--- src/rtl/led_dbg_pkg.sv ---
// led_dbg_pkg: shared LED debug mode encoding and default timing constants
package led_dbg_pkg;
  typedef enum logic [1:0] {LED_PASS, LED_STRETCH, LED_TOGGLE, LED_HEARTBEAT} led_mode_e;
  localparam int LED_STRETCH_CYC_DFLT = 1_000_000;
  localparam int LED_HB_HALF_CYC_DFLT = 10_000_000;
endpackage

--- src/rtl/bit_synchronizer.sv ---
// bit_synchronizer: multi-flop synchroniser for a single asynchronous bit
module bit_synchronizer #(
  parameter int STAGES = 2
) (
  input  logic clk,
  input  logic rst_n,
  input  logic d,
  output logic q
);
  logic [STAGES-1:0] ff;
  always_ff @(posedge clk or negedge rst_n)
    if (!rst_n) ff <= '0;
    else ff <= {ff[STAGES-2:0], d};
  assign q = ff[STAGES-1];
endmodule

--- src/rtl/led_activity_stretcher.sv ---
// led_activity_stretcher: makes short debug pulses visible on an LED and counts them
module led_activity_stretcher
  import led_dbg_pkg::*;
#(
  parameter int SYNC_STAGES = 2,
  parameter int STRETCH_CYC = LED_STRETCH_CYC_DFLT,
  parameter int HB_HALF_CYC = LED_HB_HALF_CYC_DFLT,
  parameter int CNT_W = 16
) (
  input  logic             clk_20mhz,
  input  logic             rst_n_20mhz,
  input  logic             led_raw,
  input  logic [1:0]       led_mode,
  input  logic             cnt_clear,
  output logic             led_out,
  output logic             stretch_active,
  output logic [CNT_W-1:0] event_cnt,
  output logic             event_ovf
);
  localparam int SW = $clog2(STRETCH_CYC + 1);
  localparam int HW = (HB_HALF_CYC > 1) ? $clog2(HB_HALF_CYC) : 1;
  localparam logic [SW-1:0] S_LOAD = SW'(STRETCH_CYC);
  localparam logic [HW-1:0] HB_LAST = HW'(HB_HALF_CYC - 1);
  logic s, s_d, rise, chg, go, timed, hb_hold, hb_wrap, ph, ph_nxt, tog, tog_nxt, led_nxt;
  led_mode_e mode_q, mode_d;
  logic [SW-1:0] tmr, tmr_nxt;
  logic [HW-1:0] hb_cnt, hb_nxt;
  bit_synchronizer #(.STAGES(SYNC_STAGES)) u_sync (
    .clk(clk_20mhz), .rst_n(rst_n_20mhz), .d(led_raw), .q(s)
  );
  // a mode change blanks shaping for one cycle; the heartbeat is held in reset while stretching
  always_comb begin
    rise = s & ~s_d;
    chg = mode_q != mode_d;
    go = rise & ~chg;
    timed = mode_q == LED_STRETCH || mode_q == LED_HEARTBEAT;
    tmr_nxt = chg ? '0 : (go && timed) ? S_LOAD : (tmr != '0) ? tmr - 1'b1 : tmr;
    hb_hold = chg || mode_q != LED_HEARTBEAT || go || tmr != '0;
    hb_wrap = hb_cnt == HB_LAST;
    hb_nxt = (hb_hold || hb_wrap) ? '0 : hb_cnt + 1'b1;
    ph_nxt = ~hb_hold & (ph ^ hb_wrap);
    tog_nxt = ~chg & (tog ^ (go && mode_q == LED_TOGGLE));
    led_nxt = chg ? 1'b0 : (mode_q == LED_PASS) ? s : (mode_q == LED_TOGGLE) ? tog_nxt
            : go || tmr > SW'(1) || ph_nxt;
    stretch_active = timed && tmr != '0;
  end
  always_ff @(posedge clk_20mhz or negedge rst_n_20mhz)
    if (!rst_n_20mhz) begin
      s_d <= 1'b0;
      mode_q <= LED_PASS;
      mode_d <= LED_PASS;
      tmr <= '0;
      hb_cnt <= '0;
      ph <= 1'b0;
      tog <= 1'b0;
      led_out <= 1'b0;
      event_cnt <= '0;
      event_ovf <= 1'b0;
    end else begin
      s_d <= s;
      mode_q <= led_mode_e'(led_mode);
      mode_d <= mode_q;
      tmr <= tmr_nxt;
      hb_cnt <= hb_nxt;
      ph <= ph_nxt;
      tog <= tog_nxt;
      led_out <= led_nxt;
      if (cnt_clear) begin
        event_cnt <= '0;
        event_ovf <= 1'b0;
      end else if (rise) begin
        if (&event_cnt) event_ovf <= 1'b1;
        else event_cnt <= event_cnt + 1'b1;
      end
    end
endmodule

--- config.mk ---
export PLATFORM = sky130hd
export DESIGN_NAME = led_activity_stretcher
export DESIGN_NICKNAME = d
export VERILOG_FILES = /design/src/rtl/led_dbg_pkg.sv /design/src/rtl/bit_synchronizer.sv /design/src/rtl/led_activity_stretcher.sv
export SDC_FILE = /design/constraint.sdc
export NUM_CORES = 1
export LEC_CHECK = 0
export CORE_MARGIN = 2
export CORE_UTILIZATION = 57
export CTS_CLUSTER_DIAMETER = 40
export DETAILED_ROUTE_END_ITERATION = 7
export GPL_TIMING_DRIVEN = 0
export PLACE_DENSITY = 0.79
export SLEW_MARGIN = 40
export SYNTH_ARGS = -nofsm -noshare
export SYNTH_HDL_FRONTEND = slang
export SYNTH_HIERARCHICAL = 1
export SYNTH_SLANG_ARGS = --single-unit
--- constraint.sdc ---
create_clock -name clk_20mhz -period 2.6 [get_ports clk_20mhz]
set_input_delay 0.26 -clock clk_20mhz [delete_from_list [all_inputs] [get_ports clk_20mhz]]
set_output_delay 0.26 -clock clk_20mhz [all_outputs]
set_load 0.01 [all_outputs]
**Word level (Yosys, flattened, before mapping)**

Index checks and enable logic that the tools add are counted.

- Magnitude comparators: 1
- Div/mod/pow operators: 0
- Bitwise operators: 9
- Add/subtract/negate cells: 3
- Shift-type cells: 0
- Multiply operators: 0
- Multiplexer cells: 13
- Reduce and logical (&&, ||, !) cells: 18
- Equal/unequal tests: 7

Operators with widths:

| cell | count |
|---|---|
| $mux 20 | 3 |
| $mux 16 | 3 |
| $add 24x1->24 const B | 1 |
| $eq 24x24->1 const B | 1 |
| $mux 24 | 1 |
| $gt 20x1->1 const B | 1 |
| $reduce_bool 20->1 | 1 |
| $sub 20x1->20 const B | 1 |
| $add 16x1->16 const B | 1 |
| $reduce_and 16->1 | 1 |
| $logic_or 1x1->1 | 7 |
| $mux 1 | 6 |
| $and 1x1->1 | 4 |
| $eq 2x2->1 const B | 2 |
| $ne 2x2->1 const B | 2 |
| $reduce_and 2->1 | 2 |
| $reduce_bool 2->1 | 2 |
| $logic_and 1x1->1 | 3 |
| $not 1->1 | 3 |
| $reduce_bool 3->1 | 1 |
| $eq 2x1->1 const B | 1 |
| $logic_not 2->1 | 1 |
| $ne 2x2->1 | 1 |
| $xor 1x1->1 | 2 |

- Word-level logic and storage cells: 62
- Memories: 0
- Latch bits: 0
- Bits in writable memories: 0
- ROM bits: 0
- Input bits: 6
- Register bits: 71
- Output and inout port bits: 19

**Longest topological paths before layout**

- Depth in word-level cells: 11
- Gate-level depth with buffers: 10
- Mapped depth without buffers: 7

**Modules after synthesis**

The synthesis kept the hierarchy.

Modules (own cells, without submodules):

| module | seq. area each (um2) | times used | area each (um2) | cells each |
|---|---|---|---|---|
| led_activity_stretcher | 1726.7 | 1 | 3550.9 | 376 |
| bit_synchronizer | 50.0 | 1 | 50.0 | 2 |

**Worst setup path before layout**

OpenSTA, ideal clock, no wires.

- Path type: flip-flop to flip-flop
- Start: reg tmr[0]
- End: reg hb_cnt[10]
- Arrival: 1991 ps
- Library setup time: 71 ps
- Required time: 2529 ps
- Clock period less this slack: 2062 ps
- Cell stages (with the launch flop): 11
- Path buffers: 3
- Setup slack: 538 ps
- Cell sequence: dfrtp_1 > inv_1 > ha_1 > nor3b_1 > and3_1 > buf_2 > nand4_2 > or2_1 > buf_2 > buf_6 > nor2_1

- Cells in the longest elaborated chain, start to end: 4

Ends and longest elaborated chain:

| what | line | text |
|---|---|---|
| start: declaration | led_activity_stretcher.sv:26 | `logic [SW-1:0] tmr, tmr_nxt;` |
| start signal: assignment | led_activity_stretcher.sv:63 | `tmr <= tmr_nxt;` |
| $reduce_bool 20->1 | led_activity_stretcher.sv:38 | `hb_hold = chg \|\| mode_q != LED_HEARTBEAT \|\| go \|\| tmr != '0;` |
| $logic_or 1x1->1 | led_activity_stretcher.sv:38 |  |
| $logic_or 1x1->1 | led_activity_stretcher.sv:40 | `hb_nxt = (hb_hold \|\| hb_wrap) ? '0 : hb_cnt + 1'b1;` |
| $mux 24 | led_activity_stretcher.sv:40 |  |
| via hb_nxt[10] | led_activity_stretcher.sv:27 | `logic [HW-1:0] hb_cnt, hb_nxt;` |
| end signal: assignment | led_activity_stretcher.sv:64 | `hb_cnt <= hb_nxt;` |
| end: declaration | led_activity_stretcher.sv:27 |  |

The timed path passes the listed nets, and every way through them passes these cells.
A chain may end at the register's enable or synchronous reset.

**Worst setup path in the final report**

- Start: reg tmr[1]
- End: out stretch_active

- Cells in the longest elaborated chain, start to end: 2

Ends and longest elaborated chain:

| what | line | text |
|---|---|---|
| $reduce_bool 20->1 | led_activity_stretcher.sv:45 | `stretch_active = timed && tmr != '0;` |
| $logic_and 1x1->1 | led_activity_stretcher.sv:45 |  |
| end: declaration | led_activity_stretcher.sv:16 | `output logic stretch_active,` |

No other way between the ends.

==> results.md <==
- Largest net degree at the start of global routing: 48
- Critical path fanouts, max: 9
- Max Slew Vio Count: 0
- FILL cells: 463
- Unrepaired setup endpoints after global routing: false
- CTS sink count: 71
- First-pass DRT Iterations: 5
- Gr ovfl total: 0
- Pre-CTS WS: -0.146 ns
- All-Layer GR Usage: 22.6%
- Synth top area share: 49.3%
- Width of the die: 83.5 um
- Share of cells above drive strength 1: 8.79%
- Worst-Margin Slew: 0.786 ns
- Dpl hpwl: 4920 um
- Final Hold Fails: 0
- FF+latch area: 1780 sq um
- Top FF cell, synth: dfrtp_1
- Area contributors post-synth: dfrtp_1 49%, xnor2_1 10%, nor2_1 7.2%
- Initial antenna violation count: 0
- Port bufs: 23
- Pwr Density: 906 nW/um^2
- Post-synth EDFFs: 0
- Synth Net Count: 388
- Iteration-0 DRC count of the detailed router: 266
- DRC Markers: 0
- Die H: 83.5 um
- CTS tree: done
- Syn avg cell area: 9.53 sq um
- H-tree Lvls: 3
- Max_slew headroom: 47.5%
- Initial Util: 59.8%
- Synth Cell Area: 3600 sq um
- Final worst slack: 0.119 ns
- Fmax: 403 MHz
- P&R area growth vs syn: 18.0%
- Via density: 5.81
- Setup Viol. Count Final: 0
- Num CTS Buffers: 9
- Vias in the first global route: 2778
- Ys async rst share: 100%
- Sum Neg Setup Slack: 0 ns
- Routed Wire Length: 7310 um
- Leakage: 0.00173 uW
- Register area share after synthesis: 49.3%
- Critical Path RT: 2.34 ns
- Max-cap viol count: 0
- Startpoint types: flop
- Largest area contributor in the netlist: dfrtp_1
- Multi-input logic area: 1760 sq um
- Final period util: 95.4%
- Vias: 2884
- Reg clk slew, reported paths: 0.08 ns
- I/O pin total: 25
- Post-synthesis register bit count: 71
- Most numerous cell in the Yosys netlist: dfrtp_1
- Commonest cells in the netlist: 71 x dfrtp_1, 69 x nor2_1, 41 x xnor2_1, 23 x nand3_1, 21 x nand2_1
- First-pass GRT wire length: 12800 um
- Antenna Nets Post-Route: 0
- Arr. time, crit path: 2.22 ns
- Overall Power: 3850 uW
- VDD IR max: 635 uV
- Synth cell types: 42
- Post-route minimum period: 2.48 ns
- CP Capture Type: output port
- Status: finished, final reports clean
- Mapped Cells: 378
- # rows: 28
- Post-layout nets: 426
- Worst setup path class: flop to output port
- Root buf cell: clkbuf_8
- Hold crit path type: input pin to flop
- Ant. Diodes: 0
- Clock Latency Late Sink: 0.35 ns
- WL per Instance: 14.7 um
- Clock buffer depth: 2
- Syn. warnings: 6
- Die area: 6970 sq um
- Core area: 6030 sq um
- Worst clock skew: 0.00718 ns
- RD Place Congestion: 0.862
==> where the power goes <==
part           switching [uW]  internal, uW
Sequential                107          1190
Combinational             883           693
Clock                     435           541
Total                    1420          2430
==> per-stage QoR <==
stage,hold WS (ns),area (sq um),utilization [%],instances
6_report,0.279,4250,70.5,496
5_1_grt,0.318,4250,70.5,496
4_1_cts,0.286,4250,70.5,496
3_5_place_dp,0.136,3950,65.6,477
3_3_place_gp,0.341,3930,65.1,476
2_1_floorplan,-0.0356,3600,-,378
==> placed cells by master (no fill, tap or decap), types with 5 or more instances in the layout <==
cell,instances
and3_1,14
xnor2_1,41
clkbuf_1,9
and2_1,5
nor2_1,67
nand2_1,21
nor3_1,16
a21oi_1,16
clkdlybuf4s50_1,21
clkbuf_8,9
a211oi_1,11
dfrtp_1,71
xor2_1,9
inv_1,9
nand3_1,22
==> metal layers <==
metal  share of wire (%)  GRT usage, %
met2                  47          35.0
met5                   0             0
met4                 1.8          8.06
met3                 3.7          4.55
met1                  47          31.8
==> kinds of logic after synthesis <==
group,share of synthesized area (%)
buffers and inverters,2.92
multiplexers,0.278
flip-flops,49.3
AO/OA/AOI/OAI,8.58
AND/OR/NAND/NOR,25.3
XOR/XNOR,12.2
adder cells (fa/ha/maj),1.39
==> critical path, stage by stage (launching register included) <==
cell and delay (ns):
dfrtp_1 0.42, inv_1 0.10, ha_2 0.21, nor3b_4 0.21, and3_1 0.20, buf_6 0.15
nand3_4 0.12, and2_1 0.18, dlygate4sd2_1 0.28
==> area by class of cell <==
type / instances / share of cell area, %
Sequential cell: 71 / 41.8
Multi-Input combinational cell: 284 / 41.5
Timing Repair Buffer: 27 / 6.65
Clock buffer: 9 / 2.91
Clock inverter: 7 / 2.30
Tap cell: 75 / 2.21
Buffer: 14 / 1.83
Inverter: 9 / 0.795
==> worst paths after layout <==
| kind | startpoint | end | slack [ns] | cells after the start |
|---|---|---|---|---|
| hold / removal | cnt_clear | event_cnt[0] | 0.28 | 2 |
| setup / recovery | tmr[1] | stretch_active | 0.12 | 8 |
| setup reg to reg | tmr[10] | hb_cnt[17] | 0.23 | 7 |
| max in group asynchronous | rst_n_20mhz | event_cnt[5] | 1.77 | 3 |
| min in group asynchronous | rst_n_20mhz | tmr[7] | 0.33 | 2 |
| hold reg to reg | u_sync/ff[0] | u_sync/ff[1] | 0.37 | 0 |
==> sequential cells by signal, summed over array words and instances (netlist names) <==
| name | cells |
|---|---|
| s_d | 1 |
| led_out | 1 |
| hb_cnt | 24 |
| u_sync/ff | 2 |
| event_ovf | 1 |
| mode_d | 2 |
| ph | 1 |
| mode_q | 2 |
| event_cnt | 16 |
| tog | 1 |
| tmr | 20 |
==> repair_timing <==
action / CTS / global route
gates resized for setup: 13 / 0
hold buffers: 1 / 0
endpoints found under the setup margin: 1 / 0
setup buffers: 2 / 0
endpoints found under the hold margin: 24 / 0
Note: power is estimated with default switching activity, not from simulation.
